[src/rtl/rrf_freelist.sv]
// rrf_freelist: rename-register-file tag allocator.
//
// Each cycle it can hand out up to two RRF tags in circular order. The tags
// go out on dpaddr1/dpaddr2, and dpen1/dpen2 mark which of them were actually
// taken. Committed entries are reclaimed in order at comptr. On a branch
// mispredict the allocation pointer is rewound to rrftagfix, and the free
// count is rebuilt from the distance between the two pointers.
//
// Ports:
//   clk        rising-edge clock
//   reset      synchronous, active-low reset
//   req1/req2  dispatch slot requests (req2 only counts with req1)
//   stall_dp   downstream stall, blocks allocation
//   comnum     entries committed this cycle (0..2)
//   prmiss     mispredict recovery, rrftagfix = pointer to restore
//   alloc_ok   enough free entries for the current request
//   dpaddr1/2  tags offered to slots 1/2 (rrfptr, rrfptr+1)
//   dpen1/2    tag allocated this cycle
//   rrfptr     next tag to allocate
//   comptr     oldest un-committed tag
//   freenum    free entry count, 0..RRF_NUM
//   rrfcyc     wrap bit of rrfptr, used for age compare
//
// Optional feature: define RRF_ALLOC_BYPASS_EN so that entries committed in
// the current cycle can be reused by the dispatch of that same cycle.
module rrf_freelist #(
  parameter int RRF_NUM = 64,
  parameter int RRF_SEL = 6
) (
  input  logic               clk,
  input  logic               reset,
  input  logic               req1,
  input  logic               req2,
  input  logic               stall_dp,
  input  logic [1:0]         comnum,
  input  logic               prmiss,
  input  logic [RRF_SEL-1:0] rrftagfix,
  output logic               alloc_ok,
  output logic [RRF_SEL-1:0] dpaddr1,
  output logic [RRF_SEL-1:0] dpaddr2,
  output logic               dpen1,
  output logic               dpen2,
  output logic [RRF_SEL-1:0] rrfptr,
  output logic [RRF_SEL-1:0] comptr,
  output logic [RRF_SEL:0]   freenum,
  output logic               rrfcyc
);

  localparam logic [RRF_SEL:0] FULL = (RRF_SEL+1)'(RRF_NUM);

  // After a rewind, the in-flight entries are the ones from the new commit
  // pointer up to the restored allocation pointer. Everything else is free.
  // Because RRF_NUM is a power of two, the modular distance is just a
  // truncated subtraction. When the two pointers are equal, the distance is
  // zero and the file is empty.
  function automatic logic [RRF_SEL:0] free_after_fix(
    input logic [RRF_SEL-1:0] fix_ptr,
    input logic [RRF_SEL-1:0] com_ptr
  );
    logic [RRF_SEL-1:0] occ;
    occ = fix_ptr - com_ptr;
    return FULL - {1'b0, occ};
  endfunction

  logic [1:0]         reqnum;
  logic [1:0]         alloc;
  logic [RRF_SEL:0]   ptr_sum;
  logic [RRF_SEL-1:0] comptr_nxt;
  logic [RRF_SEL:0]   freenum_norm;

  assign reqnum = {1'b0, req1} + {1'b0, req1 & req2};

`ifdef RRF_ALLOC_BYPASS_EN
  logic [RRF_SEL+1:0] avail;
  assign avail    = {1'b0, freenum} + (RRF_SEL+2)'(comnum);
  assign alloc_ok = avail >= (RRF_SEL+2)'(reqnum);
`else
  assign alloc_ok = freenum >= (RRF_SEL+1)'(reqnum);
`endif

  // The whole request either fits or nothing is granted, because dpen2
  // depends on dpen1 and alloc_ok already covers the pair.
  assign dpen1   = req1 & alloc_ok & ~stall_dp & ~prmiss;
  assign dpen2   = dpen1 & req2;
  assign dpaddr1 = rrfptr;
  assign dpaddr2 = rrfptr + RRF_SEL'(1);

  assign alloc        = {1'b0, dpen1} + {1'b0, dpen2};
  // The carry out of the power-of-two pointer is exactly the wrap event.
  assign ptr_sum      = {1'b0, rrfptr} + (RRF_SEL+1)'(alloc);
  assign comptr_nxt   = comptr + RRF_SEL'(comnum);
  assign freenum_norm = freenum - (RRF_SEL+1)'(alloc) + (RRF_SEL+1)'(comnum);

  // State update: reset first, then mispredict rewind, then normal flow
  always_ff @(posedge clk) begin
    if (!reset) begin
      rrfptr  <= '0;
      comptr  <= '0;
      freenum <= FULL;
      rrfcyc  <= 1'b0;
    end else if (prmiss) begin
      rrfptr  <= rrftagfix;
      comptr  <= comptr_nxt;
      freenum <= free_after_fix(rrftagfix, comptr_nxt);
      // A restore point above the current pointer means the rewind
      // crosses back over a wrap.
      if (rrftagfix > rrfptr) rrfcyc <= ~rrfcyc;
    end else begin
      rrfptr  <= ptr_sum[RRF_SEL-1:0];
      comptr  <= comptr_nxt;
      freenum <= freenum_norm;
      if (ptr_sum[RRF_SEL]) rrfcyc <= ~rrfcyc;
    end
  end

endmodule

[config.mk]
export PLATFORM = sky130hd
export DESIGN_NAME = rrf_freelist
export DESIGN_NICKNAME = d
export VERILOG_FILES = /design/src/rtl/rrf_freelist.sv
export SDC_FILE = /design/constraint.sdc
export NUM_CORES = 1
export LEC_CHECK = 0
export BUFFER_PORTS_ARGS = -buffer_cell sky130_fd_sc_hd__buf_2
export CAP_MARGIN = 30
export CORE_ASPECT_RATIO = 1.25
export CORE_MARGIN = 1.5
export CORE_UTILIZATION = 40
export CTS_CLUSTER_SIZE = 10
export DETAILED_ROUTE_END_ITERATION = 8
export PLACE_DENSITY_LB_ADDON = 0.1
export SETUP_SLACK_MARGIN = 0.02
export SLEW_MARGIN = 20
export SYNTH_ARGS = -nofsm -noshare
export SYNTH_HDL_FRONTEND = slang
export SYNTH_SLANG_ARGS = --single-unit
export TNS_END_PERCENT = 20
[constraint.sdc]
create_clock -name clk -period 4.3 [get_ports clk]
set_input_delay 0.86 -clock clk [delete_from_list [all_inputs] [get_ports clk]]
set_output_delay 0.86 -clock clk [all_outputs]
set_load 0.05 [all_outputs]
==> qor.txt <==
Logic pwr share -> 0.650
LEAKAGE -> 1.123 nW
Outcome -> complete, no violations
CP cell instances -> buf_2, nand2_1, ha_1, nor2b_1, o31ai_1, nand2_1, a21o_4, and3_4, and2_4, fa_1, inv_1, ha_1, a21o_1, a21oi_1, o21bai_1, a21oi_1, mux2i_1, or3b_1
Synth area leaders -> dfxtp_1 (21%), ha_1 (21%), xnor2_1 (5.9%), fa_1 (5.2%), inv_1 (5.1%)
Cell accounting for the most synthesized area -> dfxtp_1
Largest net degree at the start of global routing -> 28
CTS tree -> done
Critical Path Fanout Max -> 5
Final net count -> 316
Psw -> 0.5874 mW
Initial Util -> 0.4119
Die Ht -> 80.45 microns
Sink Count -> 20
RSZ-0062 raised after global routing -> false
Layout cells sized above 1 -> 0.2424
1st-iter DRT viols -> 25
Final HPWL DP -> 3.494 mm
Final Util -> 0.4804
Peak VDD IR -> 0.0001402 V
Netlist cell types -> 40
Routed wire length -> 4.308 mm
Die area -> 5225 sq um
TritonRoute pass-1 iters -> 4
Max-Cap Viols -> 0
Capturing element type of the critical path -> flop
Delay-heaviest family, CP -> adder cells
Setup Fix Bufs, Post-CTS -> 0
Min-delay worst type -> reg2reg
CORE AREA -> 4659 sq um
P_int -> 0.5831 mW
Final slew viol count -> 0
Kind of critical path -> in2reg
Cells after synthesis -> 224
Vias in the first global route -> 1527
Syn Std Cell Area -> 1919 sq um
Clock-pin slew on the worst setup and hold paths -> 0.08 ns
Pwr/cell area -> 522.9 nW/um^2
Sequential Power Share -> 0.223
Pwr Total -> 1.171 mW
Clock power frac -> 0.126
Req. time, crit path -> 4.45 ns
GRT Resource Usage Total -> 0.1747
Diode count -> 0
DRC Markers -> 0
Synth Warn # -> 0
GPL Wtd Cong -> 0.7397
Fin Setup TNS -> 0 ns
Global-route wire length before repair -> 7.058 mm
Min cycle time layout -> 4.008 ns
Final Setup Violations -> 0
F_max -> 249.5 MHz
Buffer and inverter count on the worst path -> 2
Area grow syn2layout -> 16.62%
Row cnt -> 28
Post-CTS Hold Buffers -> 0
Avg Inst Size Synth -> 8.568 sq um
Num CTS Buffers -> 3
Layout Skew -> 0.002663 ns
Clock Tree Root -> clkbuf_8
Fin. Hold Viols -> 0
Initial antenna violation count -> 0
CP peak stage delay -> 0.50 ns
Clk_lat worst skew -> 0.26 ns
#FFs+latches synth -> 20
Net Sw Frac -> 0.5018
Die Width -> 64.96 microns
Sequential-to-total area share from yosys stat -> 0.2086
Via count -> 1557
Routed wire length per instance -> 13.30 microns
Syn nets -> 275
H-tree depth -> 1
# IOs -> 49
Avg Vias per Cell -> 4.806
Critical Path Slowest Stage Cell -> fa_1
Cts repair resizes -> 0
Post-DRT Antenna Nets -> 0
Final worst-path cycle share -> 0.9322
Max_slew headroom -> 0.6587
CTS max path bufs -> 2
IO buf count -> 48
Synth top area share -> 0.2086
CP Launch Type -> input port
Overflow after GRT -> 0
Slew at the pin closest to its max-slew limit -> 0.5114 ns
Worst Path Arrival -> 4.16 ns
## area by class of cell
class                      instances  area, sq um
inverter                          26        97.59
tap                               60        75.07
fill                             480         2421
clock buffer                       4        55.05
timing repair buffer              49        247.7
sequential                        20        400.4
multi-input combinational        165         1363
## power groups by stage
stage | Sequential (mW) | Clock [mW] | Combinational [mW]
after floorplan | 0.387 | 0 | 0.495
after global routing | 0.266 | 0.163 | 0.846
after CTS | 0.263 | 0.155 | 0.772
final | 0.262 | 0.148 | 0.761
after detailed placement | 0.267 | 0 | 0.764
after global placement | 0.268 | 0 | 0.765
## flip-flops by register name (all words and copies together) (netlist names)
| register | count |
|---|---|
| rrfcyc | 1 |
| dpaddr1 | 6 |
| freenum | 7 |
| comptr | 6 |
## cells by family after synthesis
group,count (synthesis),share of synthesized area
compound gates,34,0.1167
xor+xnor,24,0.1252
fa+ha+maj,37,0.2608
buf+inv,39,0.08931
flops,20,0.2086
mux,4,0.02086
simple gates,66,0.1786
## cells in the mapped netlist
master	n
or4_1	1
and4_4	1
and2_1	3
o21ai_2	1
or3_1	1
fa_1	5
a211oi_1	3
nand2_1	9
xnor2_2	1
mux2i_1	4
a21oi_2	1
inv_1	26
o211ai_1	1
nand3_4	1
o21a_1	1
nor2b_1	4
nor3_1	3
xnor2_1	13
a2bb2oi_1	1
nand3_1	6
clkbuf_2	2
a21o_1	5
a21oi_1	11
nor2_1	24
and3_1	4
or3b_1	2
buf_4	6
dfxtp_1	20
nand4_1	4
o31ai_1	1
o21bai_1	3
ha_1	32
nand3b_1	1
o21ai_0	5
xor2_2	1
a31oi_2	1
nand2b_1	2
xnor3_2	1
xor2_1	8
clkbuf_1	5
## cell usage in the layout, fill, tap and decap left out, types with 5 or more instances in the layout
master | netlist | final
dfxtp_1 | 20 | 20
buf_2 | 0 | 48
nor2_1 | 24 | 24
a21oi_1 | 11 | 11
inv_1 | 26 | 26
o21ai_0 | 5 | 5
xor2_1 | 8 | 8
nand2_1 | 9 | 9
xnor2_1 | 13 | 13
nand3_1 | 6 | 6
ha_1 | 32 | 32
fa_1 | 5 | 5
## layer usage
layer,part of all wire,vias to the layer above,wire length (microns),track usage
met1,0.45,715,1945,0.2027
met3,0.022,2,93,0.01821
li1,-,819,-,-
met5,0,-,0,0
met4,0.0063,0,27,0.04468
met2,0.52,21,2241,0.3351
## tightest hold or removal path, delay by kind of cell (launching register included)
kind / cells / cell delay [ns]
flip-flops: 1 / 0.37
AND/OR/NAND/NOR: 1 / 0.07
XOR/XNOR: 1 / 0.08
## path summary, 6_finish.rpt
check / from / end / slack, ns / cells past startpoint
setup reg to reg: freenum[1] / freenum[5] / 0.70 / 16
hold reg to reg: comptr[5] / comptr[5] / 0.55 / 2
hold / removal: comptr[5] / comptr[5] / 0.55 / 2
setup / recovery: req2 / freenum[5] / 0.29 / 18
## stage by stage
step	hold slack, ns	worst slack (ns)	std cells	area (sq um)
after detailed placement	0.5328	0.002077	320	2183
after floorplan	0.7716	0.02588	224	1934
final	0.5482	0.2917	324	2238
after CTS	0.5574	0.2870	324	2238
after global routing	0.6296	0.07594	324	2238
after global placement	0.5363	0.05152	320	2183
Note: power is estimated with default switching activity, not from simulation.
